$ cat src/rtl/ram_arb_pkg.sv
// ============================================================================
// Module      : ram_arb_pkg
// Description : Shared types and constants for the internal RAM access arbiter.
// Revision    : 1.0 - initial release
// ============================================================================
`default_nettype none

package ram_arb_pkg;

    typedef enum logic [1:0] {
        IDLE    = 2'd0,
        ACCESS  = 2'd1,
        CAPTURE = 2'd2
    } arb_state_t;

    // Internal RAM map landmarks
    localparam logic [7:0] BIT_AREA_LO = 8'h20;
    localparam logic [7:0] BIT_AREA_HI = 8'h2F;
    localparam logic [7:0] SFR_BASE    = 8'h80;

    localparam int LOCK_MAX   = 4;
    localparam int LOCK_CNT_W = $clog2(LOCK_MAX);

endpackage

`default_nettype wire

$ cat src/rtl/ram_access_arbiter_rr_pick.sv
// ============================================================================
// Module      : rr_pick
// Description : Combinational round-robin selector; search begins at start.
// Revision    : 1.0 - initial release
// ============================================================================
`default_nettype none

module rr_pick #(
    parameter int NUM_REQ = 3,
    parameter int PTR_W   = (NUM_REQ > 1) ? $clog2(NUM_REQ) : 1
) (
    input  logic [NUM_REQ-1:0] req,
    input  logic [PTR_W-1:0]   start,
    output logic [NUM_REQ-1:0] onehot,
    output logic [PTR_W-1:0]   win_idx,
    output logic               valid
);

    localparam logic [PTR_W:0] N_W = (PTR_W+1)'(NUM_REQ);

    logic [PTR_W:0]   sum;
    logic [PTR_W-1:0] idx;

    always_comb begin
        onehot  = '0;
        win_idx = '0;
        valid   = 1'b0;
        sum     = '0;
        idx     = '0;
        for (int k = 0; k < NUM_REQ; k++) begin
            sum = {1'b0, start} + (PTR_W+1)'(k);
            if (sum >= N_W) begin
                sum = sum - N_W;
            end
            idx = sum[PTR_W-1:0];
            if (!valid && req[idx]) begin
                valid       = 1'b1;
                onehot[idx] = 1'b1;
                win_idx     = idx;
            end
        end
    end

endmodule

`default_nettype wire

$ cat src/rtl/ram_access_arbiter.sv
// ============================================================================
// Module      : ram_access_arbiter
// Description : Round-robin arbiter sequencing single-port internal RAM access.
//               Optional macro RAM_ARB_LOCK_EN adds locked back-to-back RMW.
// Revision    : 1.0 - initial release
// ============================================================================
`default_nettype none

module ram_access_arbiter
    import ram_arb_pkg::*;
#(
    parameter int NUM_REQ = 3,
    parameter int ADDR_W  = 8
) (
    input  logic                      clock,
    input  logic                      reset,
`ifdef RAM_ARB_LOCK_EN
    input  logic [NUM_REQ-1:0]        lock,
`endif
    input  logic [NUM_REQ-1:0]        req,
    input  logic [ADDR_W*NUM_REQ-1:0] req_addr,
    input  logic [NUM_REQ-1:0]        req_wr,
    input  logic [8*NUM_REQ-1:0]      req_wdata,
    input  logic [NUM_REQ-1:0]        req_is_bit,
    input  logic [8*NUM_REQ-1:0]      req_bit_addr,
    input  logic [NUM_REQ-1:0]        req_in_bit,
    input  logic [NUM_REQ-1:0]        req_indirect,
    output logic [NUM_REQ-1:0]        gnt,
    output logic [NUM_REQ-1:0]        done,
    output logic [7:0]                rdata,
    output logic                      rbit,
    output logic [ADDR_W-1:0]         ram_addr,
    output logic [7:0]                ram_in_data,
    output logic [7:0]                ram_bit_addr,
    output logic                      ram_rd,
    output logic                      ram_wr,
    output logic                      ram_is_bit,
    output logic                      ram_in_bit,
    output logic                      ram_indirect_flag,
    input  logic [7:0]                ram_out,
    input  logic                      ram_out_bit
);

    localparam int              PTR_W = (NUM_REQ > 1) ? $clog2(NUM_REQ) : 1;
    localparam logic [PTR_W-1:0] LAST = PTR_W'(NUM_REQ - 1);

    arb_state_t       state;
    logic [PTR_W-1:0] start_ptr;
    logic [PTR_W-1:0] owner;
    logic             cur_wr;

    logic [ADDR_W-1:0] addr_arr    [NUM_REQ];
    logic [7:0]        wdata_arr   [NUM_REQ];
    logic [7:0]        bitaddr_arr [NUM_REQ];

    genvar gi;
    generate
        for (gi = 0; gi < NUM_REQ; gi++) begin : g_unpack
            assign addr_arr[gi]    = req_addr[ADDR_W*gi +: ADDR_W];
            assign wdata_arr[gi]   = req_wdata[8*gi +: 8];
            assign bitaddr_arr[gi] = req_bit_addr[8*gi +: 8];
        end
    endgenerate

    logic [NUM_REQ-1:0] eligible;
    logic [NUM_REQ-1:0] pick_onehot;
    logic [PTR_W-1:0]   pick_idx;
    logic               pick_valid;
    logic [PTR_W-1:0]   load_idx;

    // A requester whose done is high this cycle must not win again immediately
    assign eligible = req & ~done;
    assign load_idx = (state == CAPTURE) ? owner : pick_idx;

    rr_pick #(
        .NUM_REQ (NUM_REQ),
        .PTR_W   (PTR_W)
    ) u_rr_pick (
        .req     (eligible),
        .start   (start_ptr),
        .onehot  (pick_onehot),
        .win_idx (pick_idx),
        .valid   (pick_valid)
    );

`ifdef RAM_ARB_LOCK_EN
    logic [LOCK_CNT_W-1:0] lock_cnt;
    logic                  relock;
    assign relock = lock[owner] && req[owner] &&
                    (lock_cnt < LOCK_CNT_W'(LOCK_MAX - 1));
`else
    logic relock;
    assign relock = 1'b0;
`endif

    always_ff @(posedge clock or negedge reset) begin
        if (!reset) begin
            state             <= IDLE;
            start_ptr         <= '0;
            owner             <= '0;
            cur_wr            <= 1'b0;
            gnt               <= '0;
            done              <= '0;
            rdata             <= 8'h00;
            rbit              <= 1'b0;
            ram_addr          <= '0;
            ram_in_data       <= 8'h00;
            ram_bit_addr      <= 8'h00;
            ram_rd            <= 1'b0;
            ram_wr            <= 1'b0;
            ram_is_bit        <= 1'b0;
            ram_in_bit        <= 1'b0;
            ram_indirect_flag <= 1'b0;
`ifdef RAM_ARB_LOCK_EN
            lock_cnt          <= '0;
`endif
        end else begin
            done <= '0;
            case (state)
                IDLE: begin
                    if (pick_valid) begin
                        ram_addr          <= addr_arr[load_idx];
                        ram_in_data       <= wdata_arr[load_idx];
                        ram_bit_addr      <= bitaddr_arr[load_idx];
                        ram_is_bit        <= req_is_bit[load_idx];
                        ram_in_bit        <= req_in_bit[load_idx];
                        ram_indirect_flag <= req_indirect[load_idx];
                        cur_wr            <= req_wr[load_idx];
                        ram_rd            <= ~req_wr[load_idx];
                        ram_wr            <= req_wr[load_idx];
                        gnt               <= pick_onehot;
                        owner             <= pick_idx;
                        start_ptr         <= (pick_idx == LAST) ? '0 : pick_idx + 1'b1;
                        state             <= ACCESS;
`ifdef RAM_ARB_LOCK_EN
                        lock_cnt          <= '0;
`endif
                    end
                end
                ACCESS: begin
                    ram_rd <= 1'b0;
                    ram_wr <= 1'b0;
                    state  <= CAPTURE;
                end
                CAPTURE: begin
                    if (!cur_wr) begin
                        rdata <= ram_out;
                        rbit  <= ram_out_bit;
                    end
                    done[owner] <= 1'b1;
                    if (relock) begin
                        ram_addr          <= addr_arr[load_idx];
                        ram_in_data       <= wdata_arr[load_idx];
                        ram_bit_addr      <= bitaddr_arr[load_idx];
                        ram_is_bit        <= req_is_bit[load_idx];
                        ram_in_bit        <= req_in_bit[load_idx];
                        ram_indirect_flag <= req_indirect[load_idx];
                        cur_wr            <= req_wr[load_idx];
                        ram_rd            <= ~req_wr[load_idx];
                        ram_wr            <= req_wr[load_idx];
                        state             <= ACCESS;
`ifdef RAM_ARB_LOCK_EN
                        lock_cnt          <= lock_cnt + 1'b1;
`endif
                    end else begin
                        gnt   <= '0;
                        state <= IDLE;
                    end
                end
                default: begin
                    ram_rd <= 1'b0;
                    ram_wr <= 1'b0;
                    gnt    <= '0;
                    state  <= IDLE;
                end
            endcase
        end
    end

endmodule

`default_nettype wire

$ cat config.mk
export PLATFORM = sky130hd
export DESIGN_NAME = ram_access_arbiter
export DESIGN_NICKNAME = d
export VERILOG_FILES = /design/src/rtl/ram_arb_pkg.sv /design/src/rtl/ram_access_arbiter_rr_pick.sv /design/src/rtl/ram_access_arbiter.sv
export SDC_FILE = /design/constraint.sdc
export NUM_CORES = 1
export LEC_CHECK = 0
export CAP_MARGIN = 20
export CORE_MARGIN = 8
export CORE_UTILIZATION = 35
export DETAILED_ROUTE_END_ITERATION = 16
export HOLD_SLACK_MARGIN = 0.12
export PLACE_DENSITY = 0.81
export SYNTH_ARGS = -nofsm -noshare
export SYNTH_HDL_FRONTEND = slang
export SYNTH_SLANG_ARGS = --single-unit
$ cat constraint.sdc
create_clock -name clock -period 3.5 [get_ports clock]
set_clock_uncertainty 0.15 [all_clocks]
set_input_delay 0.7 -clock clock [delete_from_list [all_inputs] [get_ports clock]]
set_output_delay 0.7 -clock clock [all_outputs]
set_load 0.02 [all_outputs]
==> flow_summary.json <==
{
  "status": "finished clean",
  "yosysMostFrequentCell": "dfrtp_1",
  "nets": 516,
  "critical_path_class": "flop to flop",
  "ctsHtreeMaxLevel": 2,
  "drt-pass1-iter-count": 4,
  "num_vias": 2662,
  "drt_iter0_markers": 130,
  "crit_buf_inv": 2,
  "cp-end-kind": "flop",
  "rows": 32,
  "cellLeakagePower_nw": 1.887,
  "worstRegToRegCells": 9,
  "clk_latency_ns": 0.29,
  "synth-edff-count": 0,
  "grt_max_degree": 30,
  "synth_common_cells": "51 x dfrtp_1, 37 x nand2_1, 28 x nand3_1, 28 x o211ai_1, 27 x mux2i_1",
  "drv_cap": 0,
  "ant_nets": 0,
  "gp_congestion": 0.8574,
  "ctsLongestPathBuffers": 2,
  "io_buffers": 141,
  "cts_resized": 0,
  "cts_buffers": 5,
  "hpwl_mm": 7.243,
  "cts_setup_buffers": 0,
  "setup_viol_count_final": 0,
  "path_clk_slew_ns": 0.09,
  "area_delta_synth_final_pct": 59.98,
  "yosys.area.top_type_share": 0.4628,
  "postSynthCellCount": 273,
  "hold_viol": 0,
  "wl_per_cell_um": 17.44,
  "path_max_fanout": 17,
  "routed_wl_mm": 9.017,
  "setup_ws_ns": 0.6487,
  "syn_nets": 375,
  "fin_tns_setup_ns": 0,
  "pwr-share-seq": 0.256,
  "synth_area_leader_cell": "dfrtp_1",
  "core-area_sq_um": 7687,
  "ys_seq_area_frac": 0.4628,
  "p_int_mw": 2.331,
  "grt-ovfl-total": 0,
  "max_slew_margin": 0.4766,
  "synth_area_leaders": "dfrtp_1 46%, mux2i_1 9.8%, o211ai_1 7.6%",
  "reg2reg_to": "ram_in_data[1]",
  "track_usage": 0.1635,
  "placed_cells": 509,
  "antenna_found_initial": 0,
  "design.die.area_sq_um": 10980,
  "finalPower_mw": 4.171,
  "critPathRequiredTime_ns": 3.52,
  "p_switching_mw": 1.840,
  "ir_drop_mv": 0.4175,
  "reg2reg_from": "start_ptr[0]",
  "ys_seq_elements": 51,
  "viasPerCell": 5.149,
  "rsz0062_at_grt": "no",
  "async_reset_ff_frac": 1.000,
  "crit_arrival_ns": 2.87,
  "syn_area_per_cell_sq_um": 10.10,
  "drcViolationCount": 0,
  "post-route-period-util": 0.8147,
  "clock_sinks": 51,
  "nFillCells": 676,
  "syn_area_sq_um": 2758,
  "cpLargestDelayFamily": "compound AO/OA/AOI/OAI gates",
  "powerDensity_nw_per_um2": 945.4,
  "grt_pass1_wl_mm": 14.78,
  "p_clk_frac": 0.087,
  "postCtsHoldBufs": 0,
  "n_antenna_cell": 0,
  "grt_pass1_vias": 3051,
  "synthDistinctLibCells": 46,
  "cp_slowest_cell": "or3_1",
  "slowest_delay_ns": 0.49,
  "hold-worst-slack_ns": 0.2134,
  "ys.warnings.count": 0,
  "utilization": 0.5739,
  "worstPathCellList": "inv_1 -> ha_1 -> nor4b_1 -> or3_1 -> o41ai_2 -> a21oi_4 -> buf_4 -> mux2i_1 -> o211ai_1",
  "post-route-min-period_ns": 2.851,
  "postLayoutCellArea_sq_um": 4412,
  "rrSetupSlack_ns": 0.65,
  "start_kind": "flop",
  "synth_top_flop_cell": "dfrtp_1",
  "start_util": 0.3587,
  "netSwitchingFraction": 0.4412,
  "root_buffer": "clkbuf_8",
  "pre_cts_ws_ns": 0.3548,
  "io_pins": 142,
  "fmax_mhz": 350.7,
  "placed_cell_area_sq_um": 4312,
  "chipWidth_um": 104.8,
  "fp.dieH_um": 104.8,
  "cts_tree": "yes",
  "final_cells": 517,
  "worst_pin_slew_ns": 0.7823,
  "slew_violations": 0,
  "drive_gt1_frac": 0.09880,
  "hold_path_class": "input pin to async pin",
  "p_comb_frac": 0.657
}
-- power by group through the flow --
| stage | registers [mW] | logic (mW) | clock network (mW) |
|---|---|---|---|
| 3_3_place_gp | 1.06 | 2.70 | 0 |
| 2_1_floorplan | 1.34 | 1.41 | 0 |
| 4_1_cts | 1.07 | 2.77 | 0.376 |
| 5_1_grt | 1.11 | 2.96 | 0.399 |
| 3_5_place_dp | 1.08 | 2.76 | 0 |
| 6_report | 1.07 | 2.74 | 0.365 |
-- metal layers --
| layer | track usage | share of wire |
|---|---|---|
| met1 | 0.1789 | 0.40 |
| met2 | 0.2900 | 0.51 |
| met3 | 0.06327 | 0.081 |
| met4 | 0.03976 | 0.013 |
| met5 | 0 | 0 |
-- placed cells by master, fill, tap and decap left out, types with 2 or more instances in the layout --
cell type        netlist  routed
nand2b_1               4       4
nor3b_1                2       2
o21ba_2                2       2
a211o_1                2       2
o32ai_1                3       3
mux2_2                 9       9
buf_4                  1      10
nor2_1                 7       7
or2_2                  2       2
mux2i_1               27      27
clkbuf_8               0       7
o21a_1                 2       2
a211oi_1               2       2
nor2b_1                3       3
o211ai_1              28      28
nor3_1                 2       2
o21ai_0                6       5
and3_1                 2       2
ha_1                   4       4
inv_1                  5       5
a21oi_1                7       6
nor4bb_1               2       2
nand3_1               28      28
nand2_1               37      37
clkdlybuf4s50_1        0     140
dfrtp_1               51      51
-- sequential cells by signal, indices dropped and copies added (netlist names) --
register,count
ram_addr,8
ram_bit_addr,8
ram_in_data,8
rdata,8
done,3
gnt,3
owner,2
start_ptr,2
state,2
cur_wr,1
ram_in_bit,1
ram_indirect_flag,1
ram_is_bit,1
ram_rd,1
ram_wr,1
rbit,1
-- worst register-to-register path, cell delays in order, from the launching register on --
cell and delay (ns):
dfrtp_1 0.38, inv_1 0.09, ha_1 0.45, nor4b_1 0.09
or3_1 0.49, o41ai_2 0.45, a21oi_4 0.07, buf_4 0.25
mux2i_1 0.22, o211ai_1 0.10
-- cells by family after synthesis --
group,Yosys count,share of synthesized area
multiplexers,37,0.1402
AND/OR/NAND/NOR,96,0.1724
flip-flops,51,0.4628
AO/OA/AOI/OAI,61,0.1656
adder cells (fa/ha/maj),4,0.01815
buffers and inverters,24,0.04083
-- worst max-delay path by stage --
stage / from / to / slack [ns] / cells past startpoint
after floorplan: start_ptr[0] / ram_wr / 0.78 / 11
final: start_ptr[0] / ram_in_data[1] / 0.65 / 9
after global placement: req[0] / ram_addr[6] / 0.39 / 9
after detailed placement: req[0] / ram_in_data[1] / 0.35 / 8
after global routing: start_ptr[0] / ram_in_data[3] / 0.50 / 9
after CTS: start_ptr[0] / ram_in_data[1] / 0.64 / 9
-- final cells by class --
| cell class | count | area, sq um | share of cell area |
|---|---|---|---|
| Multi-Input combinational cell | 198 | 1384 | 0.3137 |
| Tap cell | 102 | 127.6 | 0.02893 |
| Inverter | 6 | 22.52 | 0.005105 |
| Timing Repair Buffer | 152 | 1501 | 0.3403 |
| Sequential cell | 51 | 1276 | 0.2893 |
| Clock buffer | 8 | 100.1 | 0.02269 |
(Power assumes the default switching activity.)
==> RTL change, RTL diff (same settings) <==
`NUM_REQ` is set to 3 in 2 places; all go to 5.
--- a/src/rtl/ram_access_arbiter_rr_pick.sv
+++ b/src/rtl/ram_access_arbiter_rr_pick.sv
@@ -8,3 +8,3 @@
 module rr_pick #(
-    parameter int NUM_REQ = 3,
+    parameter int NUM_REQ = 5,
     parameter int PTR_W   = (NUM_REQ > 1) ? $clog2(NUM_REQ) : 1
--- a/src/rtl/ram_access_arbiter.sv
+++ b/src/rtl/ram_access_arbiter.sv
@@ -11,3 +11,3 @@
 #(
-    parameter int NUM_REQ = 3,
+    parameter int NUM_REQ = 5,
     parameter int ADDR_W  = 8
Ports: changed (10 resized); port bits go from 142 to 204. The function was not compared with the original's and may differ.
==> RTL change against the original RTL <==
- the run now ends with setup timing left
- wire length is 140% higher
- via count grew 110%
- cell count rose by 91%
- utilization increased by 13 points
- final area is 100% higher
- synthesized area grew 66%
- setup slack got worse by 1.2 ns
- count of clock-buffer cells in the layout rose by 5
- sequential cell count up 6
- critical endpoint is now ram_in_data[6]
Power is not shown: default switching activity piles up to over one toggle a cycle in this logic, so the estimate is an artifact.
==> RTL change: results (changes against the original RTL) <==
[place]
gp_congestion = 0.9396  ; +9.6%
pre_cts_slack_ns = -0.4344  ; -0.7892 ns
placed_cells = 944  ; +85%
hpwlAfterDp_um = 16100  ; +120%
io_buffers = 203  ; +44%

[layout]
nNetsFinal = 976  ; +89%
final_layout_size_suffix_gt1_share_pct = 34.03  ; +24 points
antenna_cells = 0  ; unchanged
final.fill_count = 905  ; +34%
stdcell_count = 986  ; +91%

[global_routing]
antenna_found_initial = 0  ; unchanged
track_usage_pct = 23.67  ; +7.3 points
grt_pass1_wl_um = 31080  ; +110%
grt_pass1_vias = 5892  ; +93%
grt_max_degree = 32  ; +6.7%

[status]
status = finished, violations left
violations = setup timing

[clock_network]
cts_buffers = 9  ; +4
clock_path_buffers = 2  ; unchanged
root_buffer = clkbuf_16
h-tree-depth = 3  ; +1
clk_latency_ns = 0.33  ; +0.04 ns
path_clk_slew_ns = 0.05  ; -0.04 ns

[yosys]
ys_top_cells_by_area = dfrtp_1 (31%), mux2i_1 (14%), o221ai_1 (5.2%)
synth.distinct_cells = 69  ; +50%
syn_inst = 492  ; +80%
yosysSeqAreaShare_pct = 31.23  ; -15 points
postSynth.asyncResetShare_pct = 100.0  ; unchanged
synthTopCellsByCount = mux2i_1 (64), dfrtp_1 (57), a21oi_1 (38), nor2_1 (34), and3_1 (29)
synth_nets = 659  ; +76%
yosysWarningCount = 0  ; unchanged
synth_flop_cell = dfrtp_1

[setup_path]
cp_max_fo = 6  ; -11
arrival_ns = 4.05  ; +1.18 ns

[timing]
worst_slew_pin_slew_ns = 0.7482  ; -0.03407 ns
setup_viol = 39  ; +39
layout_setup_ws_ns = -0.5246  ; -1.173 ns

[route]
drtIter0Drc = 331  ; +150%
vias_per_cell = 5.684  ; +10%
avgRoutedWirePerCell_um = 22.26  ; +28%
drt_pass1_iterations = 5  ; +1

[min_path]
holdCritPathClass = input port to async pin

[run]
drv_cap = 0  ; unchanged

## RTL change: metal layers
metal	vias up	global-route usage, %	routed length, um
li1	2514	-	-
met1	2740	24.67	7797
met2	283	44.18	11540
met3	67	6.977	1676
met4	0	8.060	933
met5	-	0	0
## RTL change: repair_timing
action | 4_1_cts | 5_1_grt
setup buffers | 9 | 15
gates resized for setup | 33 | 93
endpoints found under the setup margin | 39 | 42
pin swaps | 9 | 27
gates cloned | 0 | 4
## RTL change: per-stage QoR
| stage | hold slack [ns] | setup TNS, ns | instance area [um2] |
|---|---|---|---|
| 3_5_place_dp | 0.3335 | -12.88 | 7680 |
| 4_1_cts | 0.2919 | -10.79 | 8217 |
| 3_3_place_gp | 0.3297 | -11.34 | 7680 |
| 6_report | 0.2825 | -14.71 | 8874 |
| 5_1_grt | 0.3269 | -18.86 | 8874 |
| 2_1_floorplan | 0.2544 | -8.608 | 4781 |
## RTL change: area by class of cell
class | count | area (um2) | area share, %
Clock buffer | 13 | 260.3 | 2.933
Timing Repair Buffer | 339 | 3256 | 36.69
Clock inverter | 3 | 40.04 | 0.4512
Multi-Input combinational cell | 390 | 3611 | 40.69
Sequential cell | 57 | 1430 | 16.12
Tap cell | 172 | 215.2 | 2.425
Inverter | 12 | 61.31 | 0.6909
## RTL change: kinds of logic (layout without fill, tap and decap cells)
family / count (synthesis) / in the layout / synth area share (%)
mux: 83 / 83 / 19.21
fa+ha+maj: 11 / 11 / 3.178
buf+inv: 45 / 367 / 5.068
flops: 57 / 57 / 31.23
simple gates: 148 / 148 / 17.21
xor+xnor: 8 / 8 / 1.534
compound gates: 140 / 140 / 22.58
## RTL change: worst paths after layout
path	cells after the start	slack, ns	from	endpoint
setup / recovery	15	-0.52	start_ptr[0]	ram_in_data[6]
hold / removal	1	0.28	reset	rdata[6]
setup reg to reg	15	-0.52	start_ptr[0]	ram_in_data[6]
hold reg to reg	1	0.35	ram_rd	ram_rd
max in group asynchronous	2	2.06	reset	ram_bit_addr[6]
min in group clock	1	0.35	ram_rd	ram_rd
## RTL change: critical path, cell delays in order (launching register included)
cell and delay [ns]:
dfrtp_2 0.43, clkinv_8 0.08, ha_4 0.17, inv_2 0.06
fa_2 0.46, o21ai_4 0.19, mux2_4 0.33, a221oi_4 0.39
o21bai_4 0.15, a211o_1 0.32, a211oi_4 0.28, a21boi_4 0.15
clkbuf_16 0.21, buf_6 0.13, mux2i_1 0.17, o221ai_1 0.19
